<file path="src/rtl/avion_cpu_v2.sv">
// avion_cpu_v2: multi-cycle accumulator CPU on a synchronous single-port RAM.
// Optional MUL instruction (opcode 4) enabled by defining AVION_CPU_MUL_EN.
module avion_cpu_v2 #(
  parameter int ADDRESS_WIDTH = 6,
  parameter int DATA_WIDTH    = 10
) (
  input  logic                     clk,
  input  logic                     rst,
  output logic [ADDRESS_WIDTH-1:0] mem_addr,
  output logic                     mem_we,
  output logic [DATA_WIDTH-1:0]    mem_wdata,
  input  logic [DATA_WIDTH-1:0]    mem_rdata,
  output logic [ADDRESS_WIDTH-1:0] pc,
  output logic [DATA_WIDTH-1:0]    acc,
  output logic                     carry,
  output logic                     halted
);

  localparam logic [3:0] OP_LOD = 4'd0;
  localparam logic [3:0] OP_STO = 4'd1;
  localparam logic [3:0] OP_ADD = 4'd2;
  localparam logic [3:0] OP_SUB = 4'd3;
  localparam logic [3:0] OP_MUL = 4'd4;
  localparam logic [3:0] OP_AND = 4'd5;
  localparam logic [3:0] OP_JMP = 4'd6;
  localparam logic [3:0] OP_JMZ = 4'd7;
  localparam logic [3:0] OP_NOP = 4'd8;
  localparam logic [3:0] OP_HLT = 4'd9;
  localparam logic [3:0] OP_OR  = 4'd10;
  localparam logic [3:0] OP_XOR = 4'd11;
  localparam logic [3:0] OP_NOT = 4'd12;
  localparam logic [3:0] OP_SHL = 4'd13;
  localparam logic [3:0] OP_SHR = 4'd14;
  localparam logic [3:0] OP_JMN = 4'd15;

  typedef enum logic [2:0] {
    S_FETCH,
    S_LOAD_IR,
    S_DECODE,
    S_EXEC,
    S_HALT
  } state_t;

  state_t                  state_q, state_d;
  logic [DATA_WIDTH-1:0]   ir_q, ir_d;
  logic [ADDRESS_WIDTH-1:0] pc_d;
  logic [DATA_WIDTH-1:0]   acc_d;
  logic                    carry_d;
  logic [3:0]              opcode;
  logic [ADDRESS_WIDTH-1:0] operand;

  assign opcode  = ir_q[ADDRESS_WIDTH+3:ADDRESS_WIDTH];
  assign operand = ir_q[ADDRESS_WIDTH-1:0];
  assign halted  = (state_q == S_HALT);

  function automatic logic is_mem_op(input logic [3:0] op);
    logic r;
    r = (op == OP_LOD) || (op == OP_STO) || (op == OP_ADD) || (op == OP_SUB) ||
        (op == OP_AND) || (op == OP_OR)  || (op == OP_XOR);
`ifdef AVION_CPU_MUL_EN
    r = r || (op == OP_MUL);
`endif
    return r;
  endfunction

  // Returns {carry_out, sum}.
  function automatic logic [DATA_WIDTH:0] add_c(input logic [DATA_WIDTH-1:0] a,
                                                input logic [DATA_WIDTH-1:0] b);
    return {1'b0, a} + {1'b0, b};
  endfunction

  // Returns {borrow, difference}; borrow is the unsigned b > a condition.
  function automatic logic [DATA_WIDTH:0] sub_b(input logic [DATA_WIDTH-1:0] a,
                                                input logic [DATA_WIDTH-1:0] b);
    logic [DATA_WIDTH-1:0] d;
    d = a - b;
    return {(b > a), d};
  endfunction

`ifdef AVION_CPU_MUL_EN
  // Returns {overflow, low product}; overflow flags any non-zero upper half.
  function automatic logic [DATA_WIDTH:0] mul_o(input logic [DATA_WIDTH-1:0] a,
                                                input logic [DATA_WIDTH-1:0] b);
    logic [2*DATA_WIDTH-1:0] p;
    p = {{DATA_WIDTH{1'b0}}, a} * {{DATA_WIDTH{1'b0}}, b};
    return {(|p[2*DATA_WIDTH-1:DATA_WIDTH]), p[DATA_WIDTH-1:0]};
  endfunction
`endif

  always_comb begin
    state_d  = state_q;
    ir_d     = ir_q;
    pc_d     = pc;
    acc_d    = acc;
    carry_d  = carry;
    mem_addr = '0;
    mem_we   = 1'b0;
    case (state_q)
      S_FETCH: begin
        mem_addr = pc;
        state_d  = S_LOAD_IR;
      end
      S_LOAD_IR: begin
        mem_addr = pc;
        ir_d     = mem_rdata;
        pc_d     = pc + 1'b1;
        state_d  = S_DECODE;
      end
      S_DECODE: begin
        state_d = S_FETCH;
        if (is_mem_op(opcode)) begin
          // Present the operand address now so the RAM data lands in EXEC.
          mem_addr = operand;
          state_d  = S_EXEC;
        end else begin
          case (opcode)
            OP_JMP: pc_d = operand;
            OP_JMZ: if (acc == '0) pc_d = operand;
            OP_JMN: if (acc[DATA_WIDTH-1]) pc_d = operand;
            OP_HLT: state_d = S_HALT;
            OP_NOT: acc_d = ~acc;
            OP_SHL: {carry_d, acc_d} = {acc, 1'b0};
            OP_SHR: {acc_d, carry_d} = {1'b0, acc};
            default: ;
          endcase
        end
      end
      S_EXEC: begin
        mem_addr = operand;
        state_d  = S_FETCH;
        case (opcode)
          OP_LOD: acc_d = mem_rdata;
          OP_STO: mem_we = 1'b1;
          OP_ADD: {carry_d, acc_d} = add_c(acc, mem_rdata);
          OP_SUB: {carry_d, acc_d} = sub_b(acc, mem_rdata);
`ifdef AVION_CPU_MUL_EN
          OP_MUL: {carry_d, acc_d} = mul_o(acc, mem_rdata);
`endif
          OP_AND: acc_d = acc & mem_rdata;
          OP_OR:  acc_d = acc | mem_rdata;
          OP_XOR: acc_d = acc ^ mem_rdata;
          default: ;
        endcase
      end
      S_HALT: state_d = S_HALT;
      default: state_d = S_FETCH;
    endcase
    // Reset masks the bus immediately so an in-flight store never reaches memory.
    if (rst) begin
      mem_addr = '0;
      mem_we   = 1'b0;
    end
  end

  assign mem_wdata = mem_we ? acc : '0;

  always_ff @(posedge clk) begin
    if (rst) begin
      state_q <= S_FETCH;
      pc      <= '0;
      ir_q    <= '0;
      acc     <= '0;
      carry   <= 1'b0;
    end else begin
      state_q <= state_d;
      pc      <= pc_d;
      ir_q    <= ir_d;
      acc     <= acc_d;
      carry   <= carry_d;
    end
  end

endmodule

</file>
<file path="config.mk">
export PLATFORM = sky130hd
export DESIGN_NAME = avion_cpu_v2
export DESIGN_NICKNAME = d
export VERILOG_FILES = /design/src/rtl/avion_cpu_v2.sv
export SDC_FILE = /design/constraint.sdc
export NUM_CORES = 1
export LEC_CHECK = 0
export CORE_ASPECT_RATIO = 1.5
export CORE_MARGIN = 10
export CORE_UTILIZATION = 44
export CTS_CLUSTER_SIZE = 40
export DETAILED_ROUTE_END_ITERATION = 10
export PLACE_DENSITY_LB_ADDON = 0.3
export SYNTH_ARGS = -nofsm -noshare
export SYNTH_HDL_FRONTEND = slang
export SYNTH_SLANG_ARGS = --single-unit
</file>
<file path="constraint.sdc">
create_clock -name clk -period 2.8 [get_ports clk]
set_input_delay 0.56 -clock clk [delete_from_list [all_inputs] [get_ports clk]]
set_output_delay 0.56 -clock clk [all_outputs]
set_load 0.02 [all_outputs]
</file>
==> metrics.txt <==
run status complete, no violations; DR vias 4,389; Antenna Violating Nets Remaining 0; Top FF cell, synth dfxtp_1; clock-pin slew on the worst setup and hold paths 60 ps; NumNets Final 632; final setup violation count 0; Max-Cap Viols 0; CP arrival 2190 ps; routed vias/inst 6.34; Clk pwr share 33.9%; port bufs 46; fmax 0.364 GHz; Avg Inst Size Synth 7.23 sq um; Hold Buf Count CTS 0; row cnt 40; Final Cell Area 4760 sq um; Syn Std Cell Area 3610 sq um; Final Max Tran Viols 0; worst-margin pin slew 525 ps; Syn Nets 546; drt wl/cell 20.6 um; largest family of logic cells by synthesized area compound AO/OA/AOI/OAI gates; final hold viol count 0; Worst slew margin 65.0%; DRT Pass-1 Iters 5; HPWL after DPL 10.8 mm; total I/O pin count 47; Post-DP Area 4550 sq um; FF+latch count, synth 30; DIE AREA 12,300 sq um; Worst R2R Path Depth 10; yosys warns 0; Sink Count 30; Switching Share 36.3%; R2R Setup Slk 290 ps; H-tree levels 2; asr flop ratio synth 0%; RSZ-0062 raised after global routing no; P_int 0.00107 W; global-route wire length before repair 22.6 mm; worst-path maximum fanout 14; clock buffer count from CTS 5; Setup CP Type in2out; Die H 131 um; leak pwr 2.06 nW; Post-Synth Adder-Cell Area 12.2%; DRC errors left 0; synth-to-layout area growth 31.6%; number of DRC markers in iteration 0 506; Hold Path Class reg2reg; sequential share of power 28.8%; R2R Path End acc[4]; Simple-Gate Fraction of Synth Area 29.1%; antenna violations before repair 0; Logic pwr share 37.3%; Post-Route Skew 8.11 ps; post-synthesis mux area share 1.14%; Final min period 2750 ps; Cell variety after synth 81; Compound-Gate Fraction of Synth Area 31.3%; root buffer cell clkbuf_16; layout cells sized above 1 18.2%; routability-driven placement congestion ratio 0.933; Max clock buf depth 2; Reg-to-Reg Start acc[0]; TritonCTS clock tree built; Post-Synth XOR/XNOR Area 0.969%; Post-Synthesis Cells 500; worst skew pair latency 280 ps; number of diodes 0; commonest cells after routing, fill and taps aside 70 x buf_4, 52 x nand2_1, 38 x a21oi_1; hold_sp ir_q[5]; GR Util All Layers 23.1%; die width 94.0 um; fin crit share 98.1%; Pwr Density 352 nW/um^2; Hold Path Stages 2; largest net degree at the start of global routing 28; Starting Density 45.1%; Peak VDD IR 0.394 mV; EDFF count, synth 0; CORE AREA 8010 sq um; register area share after synthesis 16.6%; Hold Crit Endpoint ir_q[5]; drt total wl 14.2 mm; leading cell type in the layout, fill and taps excluded buf_4; vias in the first global route 4,326; WHS 484 ps; Req. time, crit path 2240 ps; total grt overflow 0; startpoint types input pin; Net Switching 0.000608 W; CP Capture Type primary output
per-layer routing:
layer | global-route usage [%] | up-vias | wire, um
li1 | - | 2019 | -
met1 | 25.5 | 2109 | 5560
met2 | 41.0 | 215 | 7230
met3 | 4.00 | 46 | 877
met4 | 11.7 | 0 | 566
met5 | 0 | - | 0
power groups by stage:
stage                     combinational [W]  sequential [W]  clock, W
after CTS                          0.000610        0.000481  0.000573
after global routing               0.000673        0.000485  0.000582
after detailed placement           0.000606        0.000490         0
final                              0.000625        0.000482  0.000567
after global placement             0.000597        0.000489         0
after floorplan                    0.000336        0.000503         0
cells in the mapped netlist (13+ instances only):
master    instances  area, sq um
a21oi_1          39          195
nor3_1           13         65.1
nor2_1           31          116
dfxtp_1          30          601
clkbuf_1         16         60.1
buf_2            17         85.1
ha_1             32          400
nand2_1          53          199
nand3_1          19         95.1
nor4_1           14         87.6
nor2b_1          16          100
inv_1            34          128
o21ai_0          37          185
critical path: stages:
cell             delay (ps)
clkdlybuf4s50_1         460
buf_4                   210
nor4_1                  280
clkdlybuf4s50_1         670
how the worst max path moves through the flow:
stage,startpoint,cells past startpoint,endpoint
2_1_floorplan,acc[0],9,acc[4]
3_3_place_gp,mem_rdata[0],9,acc[8]
3_5_place_dp,mem_rdata[0],9,acc[8]
4_1_cts,ir_q[6],7,mem_addr[4]
5_1_grt,mem_rdata[4],9,acc[7]
6_report,rst,4,mem_wdata[1]
area by class of cell:
class / count / area [sq um]
clock inverter: 1 / 5.00
clock buffer: 7 / 143
multi-input combinational: 398 / 2720
fill: 771 / 3250
inverter: 34 / 128
sequential: 30 / 601
timing repair buffer: 117 / 1030
tap: 105 / 131
state kept, by name, summed over array words and instances (netlist names):
signal,flops
carry,1
state_q,3
pc,6
ir_q,10
acc,10
kinds of logic after synthesis:
group                    after synthesis
AO/OA/AOI/OAI                        163
XOR/XNOR                               4
adder cells (fa/ha/maj)               34
buffers and inverters                 72
flip-flops                            30
multiplexers                           4
AND/OR/NAND/NOR                      193
metrics by stage:
stage / setup WS [ps] / power [W] / TNS [ps] / instances / utilization (%)
after CTS: 3.37 / 0.00166 / 0 / 690 / 58.8
after detailed placement: -316 / 0.00110 / -1680 / 682 / 56.8
after global placement: -260 / 0.00109 / -1190 / 682 / 56.8
final: 54.5 / 0.00167 / 0 / 692 / 59.4
after floorplan: 298 / 0.000840 / 0 / 500 / -
after global routing: 5.23 / 0.00174 / 0 / 692 / 59.4
what timing repair did:
action	CTS	global route
pin swaps	2	6
endpoints found under the setup margin	18	15
hold endpoints to repair	0	0
resized for setup	8	13
buffers inserted	0	2
No activity file was read; power rests on OpenSTA's default activity.
